### src/rtl/fir_pkg.sv
// Shared definitions for the FIR output-stage blocks: sink FSM state encoding
// and the default sample width.
package fir_pkg;

  typedef enum logic [1:0] {
    ST_IDLE  = 2'd0,
    ST_RUN   = 2'd1,
    ST_DRAIN = 2'd2,
    ST_DONE  = 2'd3
  } sink_state_e;

  localparam int DEF_DATA_WIDTH = 32;

endpackage

### src/rtl/fir_stream_sink_sync_fifo.sv
// Small synchronous FIFO with first-word-fall-through output; dout reads as
// zero while empty. Storage carries no reset, only pointers and occupancy do.
module sync_fifo
  import fir_pkg::*;
#(
  parameter int pDATA_WIDTH = DEF_DATA_WIDTH,
  parameter int pDEPTH      = 4
) (
  input  logic                   clk,
  input  logic                   rst,
  input  logic                   push,
  input  logic [pDATA_WIDTH-1:0] din,
  input  logic                   pop,
  output logic [pDATA_WIDTH-1:0] dout,
  output logic                   full,
  output logic                   empty
);

  localparam int              AW       = (pDEPTH > 1) ? $clog2(pDEPTH) : 1;
  localparam logic [AW:0]     OCC_FULL = (AW+1)'(pDEPTH);
  localparam logic [AW-1:0]   PTR_LAST = AW'(pDEPTH - 1);

  logic [pDATA_WIDTH-1:0] mem [pDEPTH];
  logic [AW-1:0]          wr_ptr;
  logic [AW-1:0]          rd_ptr;
  logic [AW:0]            occ;
  logic                   do_push;
  logic                   do_pop;

  assign full    = (occ == OCC_FULL);
  assign empty   = (occ == '0);
  assign do_push = push && !full;
  assign do_pop  = pop && !empty;
  assign dout    = empty ? '0 : mem[rd_ptr];

  always_ff @(posedge clk) begin
    if (rst) begin
      wr_ptr <= '0;
      rd_ptr <= '0;
      occ    <= '0;
    end else begin
      if (do_push) wr_ptr <= (wr_ptr == PTR_LAST) ? '0 : wr_ptr + 1'b1;
      if (do_pop)  rd_ptr <= (rd_ptr == PTR_LAST) ? '0 : rd_ptr + 1'b1;
      // Simultaneous push and pop leaves occupancy unchanged.
      case ({do_push, do_pop})
        2'b10:   occ <= occ + 1'b1;
        2'b01:   occ <= occ - 1'b1;
        default: occ <= occ;
      endcase
    end
  end

  always_ff @(posedge clk) begin
    if (do_push) mem[wr_ptr] <= din;
  end

endmodule

### src/rtl/fir_stream_sink.sv
// FIR result sink: buffers the core's result stream, re-issues it downstream
// with tlast on the final sample of the run, and reports busy/done/out_count.
module fir_stream_sink
  import fir_pkg::*;
#(
  parameter int pDATA_WIDTH = DEF_DATA_WIDTH,
  parameter int pDEPTH      = 4,
  parameter int pLEN_WIDTH  = 32
) (
  input  logic                   axis_clk,
  input  logic                   axis_rst,
  input  logic                   cfg_start,
  input  logic [pLEN_WIDTH-1:0]  cfg_len,
  input  logic                   s_tvalid,
  input  logic [pDATA_WIDTH-1:0] s_tdata,
  output logic                   s_tready,
  output logic                   m_tvalid,
  output logic [pDATA_WIDTH-1:0] m_tdata,
  output logic                   m_tlast,
  input  logic                   m_tready,
  output logic                   busy,
  output logic                   done,
  output logic [pLEN_WIDTH-1:0]  out_count
);

  sink_state_e           state;
  logic [pLEN_WIDTH-1:0] len_r;
  logic [pLEN_WIDTH-1:0] in_count;
  logic                  fifo_full;
  logic                  fifo_empty;
  logic                  push;
  logic                  pop;

  // Ready depends only on registered state, never on m_tready.
  assign s_tready = (state == ST_RUN) && !fifo_full;
  assign push     = s_tvalid && s_tready;
  assign m_tvalid = !fifo_empty;
  assign pop      = m_tvalid && m_tready;
  assign m_tlast  = m_tvalid && (out_count == len_r - 1'b1);

  sync_fifo #(
    .pDATA_WIDTH (pDATA_WIDTH),
    .pDEPTH      (pDEPTH)
  ) u_fifo (
    .clk   (axis_clk),
    .rst   (axis_rst),
    .push  (push),
    .din   (s_tdata),
    .pop   (pop),
    .dout  (m_tdata),
    .full  (fifo_full),
    .empty (fifo_empty)
  );

  always_ff @(posedge axis_clk) begin
    if (axis_rst) begin
      state     <= ST_IDLE;
      len_r     <= '0;
      in_count  <= '0;
      out_count <= '0;
      busy      <= 1'b0;
      done      <= 1'b0;
    end else begin
      if (push) in_count  <= in_count + 1'b1;
      if (pop)  out_count <= out_count + 1'b1;

      case (state)
        ST_IDLE, ST_DONE: begin
          if (cfg_start) begin
            len_r     <= cfg_len;
            in_count  <= '0;
            out_count <= '0;
            if (cfg_len == '0) begin
              state <= ST_DONE;
              busy  <= 1'b0;
              done  <= 1'b1;
            end else begin
              state <= ST_RUN;
              busy  <= 1'b1;
              done  <= 1'b0;
            end
          end
        end
        ST_RUN: begin
          if (push && (in_count + 1'b1 == len_r)) state <= ST_DRAIN;
        end
        ST_DRAIN: begin
          if (pop && (out_count + 1'b1 == len_r)) begin
            state <= ST_DONE;
            busy  <= 1'b0;
            done  <= 1'b1;
          end
        end
        default: begin
          state <= ST_IDLE;
          busy  <= 1'b0;
          done  <= 1'b0;
        end
      endcase
    end
  end

endmodule
### config.mk
export PLATFORM = sky130hd
export DESIGN_NAME = fir_stream_sink
export DESIGN_NICKNAME = d
export VERILOG_FILES = /design/src/rtl/fir_pkg.sv /design/src/rtl/fir_stream_sink_sync_fifo.sv /design/src/rtl/fir_stream_sink.sv
export SDC_FILE = /design/constraint.sdc
export NUM_CORES = 1
export LEC_CHECK = 0
export BUFFER_PORTS_ARGS = -buffer_cell sky130_fd_sc_hd__buf_2
export CORE_UTILIZATION = 40
export CTS_CLUSTER_SIZE = 40
export DETAILED_ROUTE_END_ITERATION = 10
export PLACE_DENSITY = 0.69
export SLEW_MARGIN = 15
export SYNTH_ARGS = -nofsm -noshare
export SYNTH_HDL_FRONTEND = slang
export SYNTH_HIERARCHICAL = 1
export SYNTH_SLANG_ARGS = --single-unit
### constraint.sdc
create_clock -name axis_clk -period 11.8 [get_ports axis_clk]
set_input_delay 2.36 -clock axis_clk [delete_from_list [all_inputs] [get_ports axis_clk]]
set_output_delay 2.36 -clock axis_clk [all_outputs]
set_load 0.03 [all_outputs]
**After elaboration in Yosys (flattened, before gate mapping)**

Memories as Yosys holds them, arrays and structs flattened. A register that Yosys moved wholly into a read port is not among the register bits.
Cells that the tools add are included.

- Register bits: 107
- Bits in writable memories: 128
- Word-level logic and storage cells: 77
- Memories: 1

Memories:

| name | words | bits a word | read ports | clocked after memory_dff | write ports | line | RTL |
|---|---|---|---|---|---|---|---|
| u_fifo.mem | 4 | 32 | 1 | 1 | 1 | fir_stream_sink_sync_fifo.sv:23 | `logic [pDATA_WIDTH-1:0] mem [pDEPTH];` |

- $add $sub $neg: 7
- Equal/unequal tests: 14
- Mux-type cells: 27
- Reduce and logical (&&, ||, !) cells: 19

Operators with widths:

| kind | number |
|---|---|
| $mux 32 | 7 |
| $eq 32x32->1 | 3 |
| $add 32x1->32 const B | 2 |
| $logic_not 32->1 | 1 |
| $sub 32x1->32 const B | 1 |
| $mux 2 | 8 |
| $eq 2x2->1 const B | 5 |
| $logic_and 1x1->1 | 8 |
| $mux 1 | 8 |
| $pmux 2 s3 | 1 |
| $pmux 3 s2 | 1 |
| $reduce_and 3->1 | 2 |
| $add 2x1->2 const B | 2 |
| $eq 2x1->1 const B | 2 |
| $ne 2x2->1 const B | 2 |
| $pmux 1 s2 | 2 |
| $reduce_bool 2->1 | 2 |
| $add 3x1->3 const B | 1 |
| $eq 3x3->1 const B | 1 |
| $logic_not 3->1 | 1 |
| $sub 3x1->3 const B | 1 |
| $logic_not 1->1 | 2 |
| $logic_not 2->1 | 1 |
| $ne 2x1->1 const B | 1 |
| other kinds (2) | 2 |

**Longest topological paths before layout**

- Depth after elaboration: 7
- Depth in mapped cells: 13
- Depth with buffers taken out: 12

**By module**

Netlist, hierarchy kept.

By module, submodules not included:

| module | instances | cells an instance | area an instance (sq um) | sequential area each (sq um) |
|---|---|---|---|---|
| fir_stream_sink | 1 | 982 | 7360.8 | 2001.9 |
| sync_fifo | 1 | 256 | 5318.9 | 4023.9 |

**Worst setup path after synthesis**

Ideal clock, no wire load.

- Path type: reg2out
- From: register len_r[0]
- To: output port m_tlast
- Arrival: 3814 ps
- Required time: 9440 ps
- Slack: 5626 ps
- Stages on the path, launching flop included: 12
- Buffers on the path: 0
- Cell sequence: dfxtp_1 > inv_1 > ha_1 > or4b_2 > nor4_1 > xnor2_1 > nand4_1 > a211oi_1 > o2111ai_1 > a221o_1 > a211o_1 > nor4_1

- Word-level cells in the longest chain between the ends: 3

RTL lines:

| element | line | RTL |
|---|---|---|
| start: declaration | fir_stream_sink.sv:27 | `logic [pLEN_WIDTH-1:0] len_r;` |
| start signal: assignment | fir_stream_sink.sv:70 | `len_r <= cfg_len;` |
| $sub 32x1->32 | fir_stream_sink.sv:39 | `assign m_tlast = m_tvalid && (out_count == len_r - 1'b1);` |
| $eq 32x32->1 | fir_stream_sink.sv:39 |  |
| $logic_and 1x1->1 | fir_stream_sink.sv:39 |  |
| end: declaration | fir_stream_sink.sv:19 | `output logic m_tlast,` |

No other way between the ends.

**Worst setup path in the final report**

Ends and elaborated chain as after synthesis.

==> flow_summary.ini <==
[run_status]
status = finished clean

[route]
drt_iter0_markers = 648
drt-wirelength-per-cell_um = 18.6
postRouteAntennaNets = 0
firstDrtPassIters = 5
vias = 9844
routed_wl_mm = 32.7
drc = 0
avgViaCountPerCell = 5.61

[min_path]
min_path_type = flop to flop
hold_start = u_fifo/rd_ptr[0]
whs_path_depth = 2

[setup_path]
cp-start-kind = flop
worstSetupPathType = flop to output port
endpoint_kind = output port
r2r_end = state[1]
endpoint = m_tlast
worstPathArrival_ns = 4.58
crit_start = len_r[0]
reg2reg_depth = 11
cp_max_fo = 6
r2r_slack_ns = 7.69
r2r-start = u_fifo/occ[0]
crit_required_ns = 9.44

[cts]
postCtsSetupRepairBufs = 0
clockBufferDepth = 3
holdBufCountCts = 0
cts_root_buf = clkbuf_16
cts_buffers = 27
clock-sinks = 237
cts_tree = done
cts.clk_slew.worst_paths_ns = 0.06
cts_htree_levels = 1
clk_latency_ns = 0.57
cts_resized = 0

[synth]
synth_adder_area_share = 0.0134
synthSimpleGateAreaFrac = 0.214
ys.flop_type = edfxtp_1
synth.net_count = 1320
synth_top_family_by_area = simple AND/OR/NAND/NOR gates
synthArstFlopShare = 0
synth_edf_count = 128
yosysSeqAreaShare = 0.475
synth_area_per_cell_sq_um = 10.2
ys_types = 78
synth_compound_area_frac = 0.0893
ys.warnings.count = 6
syn-cell-area_sq_um = 12700
synthMuxAreaShare = 0.0658
syn_inst = 1238
synthXorXnorAreaFrac = 0.102
ys_ff_latch = 237

[final_layout]
layout_commonest_cell = buf_2
drive_gt1_frac = 0.192
syn2layout_area_growth_pct = 13.8
seqCellArea_sq_um = 6030
post-route-util = 0.467
final_cell_mix = 137 x buf_2, 128 x edfxtp_1, 126 x nand2_1, 108 x dfxtp_1, 104 x nor2_1
fill_cells = 2869
multi_input_area_sq_um = 6150
nNetsFinal = 1419

[die]
die_w_um = 180
rows = 64
die-area_sq_um = 32400
core_sq_um = 30900
ioPinCount = 138
floorplan.initialDensity = 0.410
fp.dieH_um = 180

[sta]
min_period_ns = 6.94
clock.fmax_mhz = 144
post-route-period-util = 0.588
setup_viol = 0
final_max_slew_viol_count = 0
slew-limit-headroom = 0.208
final_hold_viol_count = 0
finalClockSkew_ns = 0.0233
finalSetupTns_ns = 0
tightest_slew_ns = 1.19
rsz0062_at_grt = false

[global_routing]
grtUsageTotal = 0.197
gr-total-overflow = 0
grt_pass1_vias = 9340
antenna_found_initial = 5
grt_max_degree = 65
grt_pass1_wl_mm = 51.0

[run]
max_cap_viol_count = 0

[placement]
numPortBuffers = 137
gp_congestion = 0.935
dp_hpwl_mm = 23.3

[pwr]
cellPowerDensity_nw_per_um2 = 173
p_leak_nw = 4.96
irDropWorstVdd_v = 0.000124
-- worst min-delay path by stage --
stage	to	slack [ns]
global placement	flop	0.47
global route	flop	0.55
detailed placement	flop	0.49
finish	flop	0.49
CTS	flop	0.49
floorplan	flop	0.46
-- sequential cells by signal, indices dropped and copies added, names as in the netlist, named ones only --
register / cells
state: 2
done: 1
out_count: 32
busy: 1
u_fifo/rd_ptr: 2
in_count: 32
u_fifo/mem: 128
len_r: 32
u_fifo/wr_ptr: 2
u_fifo/occ: 3
-- cells in the mapped netlist (all sizes together) (12+ instances only) --
cell / n / area (sq um)
dfxtp: 109 / 2180
nor2: 104 / 390
a21oi: 70 / 350
xnor2: 81 / 709
mux4: 32 / 721
and3: 18 / 114
nand4: 42 / 263
xor2: 66 / 578
and2: 12 / 78.8
nor3: 40 / 200
or3: 23 / 144
ha: 12 / 150
nor2b: 39 / 244
nor4: 31 / 194
nand2: 128 / 488
inv: 21 / 78.8
buf: 15 / 97.6
edfxtp: 128 / 3840
o21ai: 31 / 155
nand3: 36 / 210
clkbuf: 67 / 342
-- layer usage --
metal  global-route usage  routed length [um]
met5                    0                  10
met2                0.335               15500
met3               0.0515                2470
met1                0.249               13900
met4               0.0485                 717
-- power by group --
part	switching (mW)	total [mW]	leakage (nW)	internal (mW)
clock network	0.343	0.820	0.431	0.477
logic	0.432	0.683	2.48	0.251
registers	0.0667	0.994	2.04	0.927
total	0.842	2.50	4.96	1.66
-- cell type report --
class,instances,share of cell area
inverter,22,0.00572
clock inverter,11,0.00754
clock buffer,37,0.0529
tap,396,0.0343
sequential,237,0.418
multi-input combinational,897,0.426
timing repair buffer,152,0.0553
antenna,3,0.000520
-- critical path, stage by stage (launching register included) --
cell and delay (ns):
dfxtp_1 0.35, inv_1 0.07, ha_1 0.20, or4b_2 0.67, nor4_1 0.88, xnor2_1 0.20, nand4_1 0.11, a211oi_1 0.29
o2111ai_1 0.15, a221o_1 0.28, a211o_1 0.22, nor4_1 0.30, buf_2 0.28
-- metrics by stage --
step	hold slack, ns	power (mW)	setup WS (ns)	cells	area (sq um)
finish	0.485	2.50	4.86	1755	14400
global route	0.549	2.62	4.52	1752	14400
floorplan	0.463	1.49	5.63	1238	12700
detailed placement	0.485	1.69	5.46	1704	13500
global placement	0.475	1.68	5.53	1704	13500
CTS	0.493	2.51	4.85	1752	14400
-- kinds of logic after synthesis --
logic type	after synthesis
compound gates	175
xor+xnor	147
fa+ha+maj	13
buf+inv	104
flops	237
mux	43
simple gates	519
(Power assumes the default switching activity.)
